$ cat src/rtl/player_timer_pkg.sv
// Shared types, constants and BCD helpers for the chess-clock player timer.
//   state_e   : timer FSM state codes
//   step_op_e : operation selector for the MM:SS step datapath
//   mmss_t    : packed MM:SS payload (BCD minutes, BCD seconds)
package player_timer_pkg;

  localparam int unsigned BCD_W = 8;

  typedef enum logic [1:0] {
    ST_IDLE    = 2'd0,
    ST_RUN     = 2'd1,
    ST_PAUSE   = 2'd2,
    ST_EXPIRED = 2'd3
  } state_e;

  typedef enum logic {
    OP_DEC = 1'b0,
    OP_ADD = 1'b1
  } step_op_e;

  typedef struct packed {
    logic [BCD_W-1:0] min;
    logic [BCD_W-1:0] sec;
  } mmss_t;

  localparam logic [BCD_W-1:0] BCD_00 = 8'h00;
  localparam logic [BCD_W-1:0] BCD_59 = 8'h59;
  localparam logic [BCD_W-1:0] BCD_99 = 8'h99;

  // Both nibbles must be decimal digits.
  function automatic logic bcd_valid(input logic [BCD_W-1:0] v);
    return (v[7:4] <= 4'd9) && (v[3:0] <= 4'd9);
  endfunction

  // Two-digit BCD to binary (0..99).
  function automatic logic [6:0] bcd2bin(input logic [BCD_W-1:0] v);
    return (7'(v[7:4]) * 7'd10) + 7'(v[3:0]);
  endfunction

  // Binary (0..99) to two-digit BCD.
  function automatic logic [BCD_W-1:0] bin2bcd(input logic [6:0] v);
    logic [6:0] tens;
    tens = v / 7'd10;
    return {4'(tens), 4'(v - (tens * 7'd10))};
  endfunction

  // Two-digit BCD decrement with borrow; caller guarantees v != 00.
  function automatic logic [BCD_W-1:0] bcd_dec(input logic [BCD_W-1:0] v);
    if (v[3:0] == 4'd0) return {v[7:4] - 4'd1, 4'd9};
    else                return {v[7:4], v[3:0] - 4'd1};
  endfunction

endpackage

$ cat src/rtl/player_timer_bcd_mmss_step.sv
// Combinational MM:SS step: one-second decrement or add-bonus-seconds.
//   min, sec  : current BCD count
//   op        : OP_DEC or OP_ADD
//   inc       : BCD seconds to add in OP_ADD (00..59)
//   min_nxt,
//   sec_nxt   : stepped count (minutes unchanged when saturating)
//   zero      : stepped count is 00:00
//   sat       : add carried out of 99 minutes; caller clamps to 99:59
module player_timer_bcd_mmss_step
  import player_timer_pkg::*;
(
  input  logic       min_dummy_unused_guard_n,
  input  logic [7:0] min,
  input  logic [7:0] sec,
  input  logic       op,
  input  logic [7:0] inc,
  output logic [7:0] min_nxt,
  output logic [7:0] sec_nxt,
  output logic       zero,
  output logic       sat
);

  logic [6:0] sum;
  logic       carry;

  // Dec borrows from minutes at :00; add carries into minutes past :59.
  always_comb begin
    min_nxt = min;
    sec_nxt = sec;
    sat     = 1'b0;
    sum     = 7'd0;
    carry   = 1'b0;
    if (op == OP_ADD) begin
      sum   = bcd2bin(sec) + bcd2bin(inc);
      carry = (sum >= 7'd60);
      if (carry) sum = sum - 7'd60;
      sec_nxt = bin2bcd(sum);
      if (carry) begin
        if (min == BCD_99) sat = 1'b1;
        else               min_nxt = bin2bcd(bcd2bin(min) + 7'd1);
      end
    end else if (sec == BCD_00) begin
      sec_nxt = BCD_59;
      min_nxt = bcd_dec(min);
    end else begin
      sec_nxt = bcd_dec(sec);
    end
    zero = (min_nxt == BCD_00) && (sec_nxt == BCD_00) && min_dummy_unused_guard_n;
  end

endmodule

$ cat src/rtl/player_timer.sv
// Per-player chess-clock countdown in BCD MM:SS with Fischer bonus.
//   CLK        : system clock, rising edge
//   CLR        : synchronous active-high reset, highest priority
//   CE         : 1 Hz tick strobe, one CLK wide
//   ENABLE     : high while it is this player's turn
//   LOAD       : pulse, load PRESET_MIN:00 and rearm
//   PRESET_MIN : BCD minutes; invalid digits fall back to DEFAULT_MIN
//   MIN, SEC   : BCD time remaining
//   END        : sticky flag-fall
//   LOW_TIME   : under LOW_SEC seconds left and not expired
//   RUNNING    : timer is in RUN
module player_timer
  import player_timer_pkg::*;
#(
  parameter logic [7:0] DEFAULT_MIN = 8'h05,
  parameter logic [7:0] INC_SEC     = 8'h00,
  parameter logic [7:0] LOW_SEC     = 8'h10
) (
  input  logic       CLK,
  input  logic       CLR,
  input  logic       CE,
  input  logic       ENABLE,
  input  logic       LOAD,
  input  logic [7:0] PRESET_MIN,
  output logic [7:0] MIN,
  output logic [7:0] SEC,
  output logic       END,
  output logic       LOW_TIME,
  output logic       RUNNING
);

  state_e     state_q, state_nxt;
  mmss_t      cnt_q, cnt_nxt;
  logic       end_q, end_nxt;
  logic       enable_d;

  step_op_e   step_op;
  logic [7:0] step_min, step_sec;
  logic       step_zero, step_sat;
  logic [7:0] load_min;
  logic       tick, handover;

  assign tick     = CE && ENABLE;
  assign handover = enable_d && !ENABLE;
  assign step_op  = tick ? OP_DEC : OP_ADD;
  assign load_min = bcd_valid(PRESET_MIN) ? PRESET_MIN : DEFAULT_MIN;

  player_timer_bcd_mmss_step u_step (
    .min_dummy_unused_guard_n (1'b1),
    .min                      (cnt_q.min),
    .sec                      (cnt_q.sec),
    .op                       (step_op),
    .inc                      (INC_SEC),
    .min_nxt                  (step_min),
    .sec_nxt                  (step_sec),
    .zero                     (step_zero),
    .sat                      (step_sat)
  );

  // State and count registers.
  always_ff @(posedge CLK) begin
    if (CLR) begin
      state_q  <= ST_IDLE;
      cnt_q    <= '{min: DEFAULT_MIN, sec: BCD_00};
      end_q    <= 1'b0;
      enable_d <= 1'b0;
    end else begin
      state_q  <= state_nxt;
      cnt_q    <= cnt_nxt;
      end_q    <= end_nxt;
      enable_d <= ENABLE;
    end
  end

  // Priority mux: LOAD > expired hold > tick/expiry > handover bonus > state update.
  always_comb begin
    state_nxt = state_q;
    cnt_nxt   = cnt_q;
    end_nxt   = end_q;
    if (LOAD) begin
      cnt_nxt = '{min: load_min, sec: BCD_00};
      if (load_min == BCD_00) begin
        end_nxt   = 1'b1;
        state_nxt = ST_EXPIRED;
      end else begin
        end_nxt   = 1'b0;
        state_nxt = ST_IDLE;
      end
    end else if (state_q == ST_EXPIRED) begin
      // Frozen at 00:00 with END held until CLR or LOAD.
    end else if (tick) begin
      cnt_nxt = '{min: step_min, sec: step_sec};
      if (step_zero) begin
        end_nxt   = 1'b1;
        state_nxt = ST_EXPIRED;
      end else begin
        state_nxt = ST_RUN;
      end
    end else if (handover) begin
      cnt_nxt   = step_sat ? '{min: BCD_99, sec: BCD_59}
                           : '{min: step_min, sec: step_sec};
      state_nxt = ST_PAUSE;
    end else begin
      case (state_q)
        ST_IDLE, ST_PAUSE: if (ENABLE)  state_nxt = ST_RUN;
        ST_RUN:            if (!ENABLE) state_nxt = ST_PAUSE;
        default:           ;
      endcase
    end
  end

  assign MIN      = cnt_q.min;
  assign SEC      = cnt_q.sec;
  assign END      = end_q;
  assign LOW_TIME = (cnt_q.min == BCD_00) && (cnt_q.sec < LOW_SEC) && !end_q;
  assign RUNNING  = (state_q == ST_RUN);

endmodule

$ cat config.mk
export PLATFORM = sky130hd
export DESIGN_NAME = player_timer
export DESIGN_NICKNAME = d
export VERILOG_FILES = /design/src/rtl/player_timer_pkg.sv /design/src/rtl/player_timer_bcd_mmss_step.sv /design/src/rtl/player_timer.sv
export SDC_FILE = /design/constraint.sdc
export NUM_CORES = 1
export LEC_CHECK = 0
export ABC_AREA = 1
export BUFFER_PORTS_ARGS = -buffer_cell sky130_fd_sc_hd__buf_2
export CAP_MARGIN = 20
export CORE_MARGIN = 2
export CORE_UTILIZATION = 55
export CTS_BUF_LIST = sky130_fd_sc_hd__clkbuf_16
export DETAILED_ROUTE_END_ITERATION = 8
export PLACE_DENSITY = 0.75
export SLEW_MARGIN = 20
export SYNTH_ARGS = -nofsm -noshare
export SYNTH_HDL_FRONTEND = slang
export SYNTH_SLANG_ARGS = --single-unit
export TNS_END_PERCENT = 5
$ cat constraint.sdc
create_clock -name CLK -period 13.6 [get_ports CLK]
set_input_delay 2.04 -clock CLK [delete_from_list [all_inputs] [get_ports CLK]]
set_output_delay 2.04 -clock CLK [all_outputs]
set_load 0.01 [all_outputs]
# Word-level counts from Yosys, hierarchy flattened
# Index checks and enable logic that the tools add are counted.
[op_classes] n_addsub=10 n_mul=4 n_div=2 n_lt_le_gt_ge=4 n_eq_ne=7 mux=33 bitwise_logic=1 n_reduce_logical=27
[ops] operator="2-to-1 mux 16 bit" count=5
[ops] operator="2-to-1 mux 8 bit" count=9
[ops] operator="zero test 8 bit" count=5
[ops] operator="2-to-1 mux 2 bit" count=8
[ops] operator="subtractor 4 x 1 -> 4 bit (second input constant)" count=4
[ops] operator="adder 7 x 4 -> 7 bit" count=2
[ops] operator="divider 7 x 4 -> 7 bit (second input constant)" count=2
[ops] operator="multiplier 7 x 3 -> 3 bit (second input constant)" count=2
[ops] operator="2-to-1 mux 7 bit" count=2
[ops] operator="multiplier 4 x 3 -> 6 bit (second input constant)" count=2
[ops] operator="equality test 8 bit (second input constant)" count=1
[ops] operator="<= comparator 4 bit (second input constant)" count=2
[ops] operator="zero test 4 bit" count=2
[ops] operator="less-than comparator 8 x 5 -> 1 bit (second input constant)" count=1
[ops] operator="2-to-1 mux 1 bit" count=8
[ops] operator="subtractor 4 bit" count=2
[ops] operator="adder 7 x 1 -> 7 bit (second input constant)" count=1
[ops] operator="greater-or-equal comparator 7 x 6 -> 1 bit (second input constant)" count=1
[ops] operator="subtractor 7 x 6 -> 7 bit (second input constant)" count=1
[ops] operator="logical AND 1 bit" count=6
[ops] operator="nonzero test 2 bit" count=3
[ops] operator="!= test 5 x 3 -> 1 bit (second input constant)" count=1
[ops] operator="!= test 5 bit (second input constant)" count=1
[ops] operator="nonzero test 5 bit" count=1
[ops] operator="12 further kinds" count=16
[word_totals] register_bits=20 inputBits=13 output_inout_bits=19 elab_cells=93

# Logic depth before layout (Yosys ltp)
[logic_depth] depth_word=15 ltp_mapped=37 ltp_nobuf=37

# Hierarchy
# From an unflattened synthesis, not the netlist that was laid out.
[unflattened] cells_unflattened=539 area_unflattened_um2=3412.0
[modules_own_cells] module="player_timer_bcd_mmss_step" instances=1 cells_each=387 area_per_inst_um2=2366.0 seq_area_each_um2=0.0
[modules_own_cells] module="player_timer" instances=1 cells_each=152 area_per_inst_um2=1046.0 seq_area_each_um2=400.4

# Worst setup path after synthesis
# No wires, ideal clock.
[synth_timing] path_kind="register -> register" from="register cnt_q, in the netlist MIN[7]" to="register state_q[1]" setup_ns=0.070 t_arrival_ns=4.414 required_ns=13.530 slack_ns=9.116 stages_incl_launch_ff=33 n_path_buf=0 synth_period_minus_slack_ns=4.484 path_cell_list="dfxtp_1 -> ha_1 -> ha_1 -> fa_1 -> nand2_1 -> inv_1 -> nand3_1 -> nand2_1 -> nand2_1 -> nand2_2 -> nand3_4 -> o211ai_2 -> nand3_1 -> nand3_2 -> nand2_1 -> nand2_1 -> inv_2 -> ha_1 -> nand2_1 -> nand3_2 -> nand2_2 -> ha_1 -> inv_1 -> fa_1 -> nand2_1 -> o211ai_1 -> nand2_1 -> inv_1 -> nor3_1 -> nand4_1 -> nor3_1 -> nand4_1 -> a21oi_1"
[synth_between] elab_chain_len=15 word_cells_on_any_way=19 classes_between="add/sub (4); mul (2); div (1); eq/ne (1); mux (9); reduce/logical (2)"
[synth_lines] element="start, declared" line="player_timer.sv:33" rtl="mmss_t cnt_q, cnt_nxt;"
[synth_lines] element="start signal, assigned" line="player_timer.sv:64" rtl="cnt_q <= '{min: DEFAULT_MIN, sec: BCD_00};"
[synth_lines] element="start signal, assigned" line="player_timer.sv:69" rtl="cnt_q <= cnt_nxt;"
[synth_lines] element="multiplier 4 x 3 -> 6 bit" line="player_timer_pkg.sv:37" rtl="return (7'(v[7:4]) * 7'd10) + 7'(v[3:0]);"
[synth_lines] element="adder 7 x 4 -> 7 bit" line="player_timer_pkg.sv:37"
[synth_lines] element="adder 7 x 1 -> 7 bit" line="player_timer_bcd_mmss_step.sv:40" rtl="else min_nxt = bin2bcd(bcd2bin(min) + 7'd1);"
[synth_lines] element="divider 7 x 4 -> 7 bit" line="player_timer_pkg.sv:43" rtl="tens = v / 7'd10;"
[synth_lines] element="multiplier 7 x 3 -> 3 bit" line="player_timer_pkg.sv:44" rtl="return {4'(tens), 4'(v - (tens * 7'd10))};"
[synth_lines] element="subtractor 4 bit" line="player_timer_pkg.sv:44"
[synth_lines] element="2-to-1 mux 8 bit" line="player_timer_bcd_mmss_step.sv:39" rtl="if (min == BCD_99) sat = 1'b1;"
[synth_lines] element="2-to-1 mux 8 bit" line="player_timer_bcd_mmss_step.sv:38" rtl="if (carry) begin"
[synth_lines] element="2-to-1 mux 8 bit (*)" line="player_timer_bcd_mmss_step.sv:33" rtl="if (op == OP_ADD) begin"
[synth_lines] element="zero test 8 bit (*)" line="player_timer_bcd_mmss_step.sv:48" rtl="zero = (min_nxt == BCD_00) && (sec_nxt == BCD_00) && min_dummy_unused_guard_n;"
[synth_lines] element="logical AND 1 bit (*)" line="player_timer_bcd_mmss_step.sv:48"
[synth_lines] element="2-to-1 mux 2 bit (*)" line="player_timer.sv:93" rtl="if (step_zero) begin"
[synth_lines] element="2-to-1 mux 2 bit (*)" line="player_timer.sv:91" rtl="end else if (tick) begin"
[synth_lines] element="2-to-1 mux 2 bit (*)" line="player_timer.sv:89" rtl="end else if (state_q == ST_EXPIRED) begin"
[synth_lines] element="2-to-1 mux 2 bit (*)" line="player_timer.sv:80" rtl="if (LOAD) begin"
[synth_lines] element="end signal, assigned" line="player_timer.sv:68" rtl="state_q <= state_nxt;"
[synth_lines] element="end, declared" line="player_timer.sv:32" rtl="state_e state_q, state_nxt;"
# Every way passes the cells marked *; elsewhere a longest branch is shown, timed or not. The select of a mux whose other input is x is not followed.
# A chain may end at the register's enable or synchronous reset.

# Final worst setup path
# Ends and elaborated chain as after synthesis.

==> flow_summary.ini <==
[global_route]
grt_overflow = 0
grt.total_usage_pct = 26.0
grt_pass1_vias = 3068
grt_pass1_wl_um = 13300
antenna_found_initial = 0
grt_max_degree = 18

[synth]
avgSynthCellArea_um2 = 6.16
ys.flop_type = dfxtp_1
synth_edf_count = 0
synthCells = 498
yosys_warnings = 0
synth_area_leaders = nand2_1 15%, dfxtp_1 13%, ha_1 11%, inv_1 11%, nand3_1 7.2%
synth.most_common_cell = nand2_1
yosysTopAreaCellShare_pct = 15.1
synth.largest_area_cell = nand2_1
seq_area_frac_synth_pct = 13.1
async_flop_share_pct = 0
netlist_area_um2 = 3070
synth_commonest_cells = 123 x nand2_1, 86 x inv_1, 44 x nand3_1
synth_seq_cells = 20
synth.distinct_cells = 43
syn_nets = 544

[finish]
layout-drive-gt1-share_pct = 15.6
layout.cells.non_filler = 599
num_antenna_cells = 0
fillers = 517
fin_nets = 575
final_cell_area_um2 = 3350
synthToLayoutAreaGrowth_pct = 9.43

[power]
cellPowerDensity_nw_per_um2 = 86.3
power_leakage_nw = 1.75
ir_worst_vdd_v = 0.0000700

[die]
io_pins = 32
die_area_um2 = 6190
design.core.area_um2 = 5440
initial_core_util_pct = 56.4
rows = 27
dieWidth_um = 78.7
die_h_um = 78.7

[critical_path]
end_kind = flip-flop
critical_path_peak_fanout = 8
critical_path_required_ps = 13790
crit_buf_inv = 4
slowest_stage = fa_1
cp.arrival_ps = 5300
cpMostUsedCell = nand2_1
path_class = flip-flop to flip-flop
cp-start-kind = flip-flop
cp_slowest_stage_delay_ps = 520
critical_path.top_delay_family = simple AND/OR/NAND/NOR gates

[placed_design]
hpwl_um = 6210
port_buffers = 31
gp_congestion = 0.897
dpl_cell_area_um2 = 3280
dp_cells = 596

[detailed_routing]
wl_per_cell_um = 12.5
drt_pass1_iterations = 5
ant_nets = 0
dr_total_vias = 3240
drc_errors = 0
vias_per_cell = 5.41
wirelength_um = 7470
drt_iter0_markers = 165

[hold_path]
hold_class = flip-flop to flip-flop

[clock_network]
root_buffer = clkbuf_16
cts.path.max_buffers = 2
clkTransAtPathRegs_ps = 50
cts_made_buffers = 3
ctsResizeCount = 0
cts_tree = built
htree_levels = 1
hold_buffers = 0
clock-sinks = 20
postCtsSetupRepairBufs = 0
clk-insertion-delay-late_ps = 250

[timing]
finClkSkew_ps = 3.58
setup_viol = 0
tightest_slew_ps = 787
fin_crit_sh_pct = 37.6
max_freq_mhz = 196
rsz0062_at_grt = false
finalHoldViolations = 0
timing.slew.headroom_pct = 47.5
drv_slew = 0
fin_hold_ws_ps = 538
min_period_ps = 5110
tns_ps = 0

[run]
drv_cap = 0

[status]
status = finished, final reports clean
placed cells by master (no fill, tap or decap), types with 6 or more instances in the layout:
master      n
inv_2       7
nand4_1    14
fa_1        6
nand2_2    22
dfxtp_1    20
inv_1      86
nand3_1    44
nor2_1     32
nor3_1      8
xor2_1      8
nand2_1   123
buf_2      31
o21ai_0    20
o211ai_1    7
ha_1       27
a21oi_1    23
worst paths after layout:
path                                start                       to  slack (ps)  depth (start not counted)
setup / recovery      MIN[7]$_SDFFE_PP0P_  state_q[1]$_SDFFE_PP0P_        8490                         33
hold / removal    state_q[0]$_SDFFE_PP0P_  state_q[0]$_SDFFE_PP0P_         540                          2
setup reg to reg      MIN[7]$_SDFFE_PP0P_  state_q[1]$_SDFFE_PP0P_        8490                         33
hold reg to reg   state_q[0]$_SDFFE_PP0P_  state_q[0]$_SDFFE_PP0P_         540                          2
area by class of cell:
class,count,area [um^2],area share (%)
Tap cell,72,90.1,2.69
Clock buffer,3,75.1,2.24
Inverter,94,355,10.6
Sequential cell,20,400,11.9
Multi-Input combinational cell,379,2280,67.9
Timing Repair Buffer,31,155,4.63
report_power, final:
| group | total (mW) | internal (mW) | switching [mW] |
|---|---|---|---|
| combinational | 0.159 | 0.0578 | 0.101 |
| clock | 0.0605 | 0.0388 | 0.0217 |
| sequential | 0.0697 | 0.0625 | 0.00730 |
stage by stage:
stage	utilization, %	setup slack (ps)	total power, mW
floorplan	-	9120	0.193
global placement	60.3	8650	0.224
detailed placement	60.3	8560	0.229
CTS	61.7	8510	0.290
global route	61.7	7940	0.317
finish	61.7	8490	0.289
worst min-delay path: stages, from the launching register on:
cell and delay, ps:
dfxtp_1 330, nand2_1 70, a31oi_1 80
cell families (layout without fill, tap and decap cells):
logic type               count (synthesis)  after routing  synth area share, %
AO/OA/AOI/OAI                           71             71                 14.2
adder cells (fa/ha/maj)                 33             33                 14.9
flip-flops                              20             20                 13.1
XOR/XNOR                                10             10                 2.86
multiplexers                             1              1                0.327
buffers and inverters                   99            128                 12.6
AND/OR/NAND/NOR                        264            264                 42.0
state kept, by name, indices dropped and copies added, names as in the netlist:
register,count
END,1
MIN,8
SEC,8
enable_d,1
state_q,2
routing by layer:
metal,global-route usage [%],wire (um)
met1,34.3,3470
met2,44.6,3490
met3,2.64,384
met4,7.89,135
met5,0,0
No activity file was read; power rests on OpenSTA's default activity.
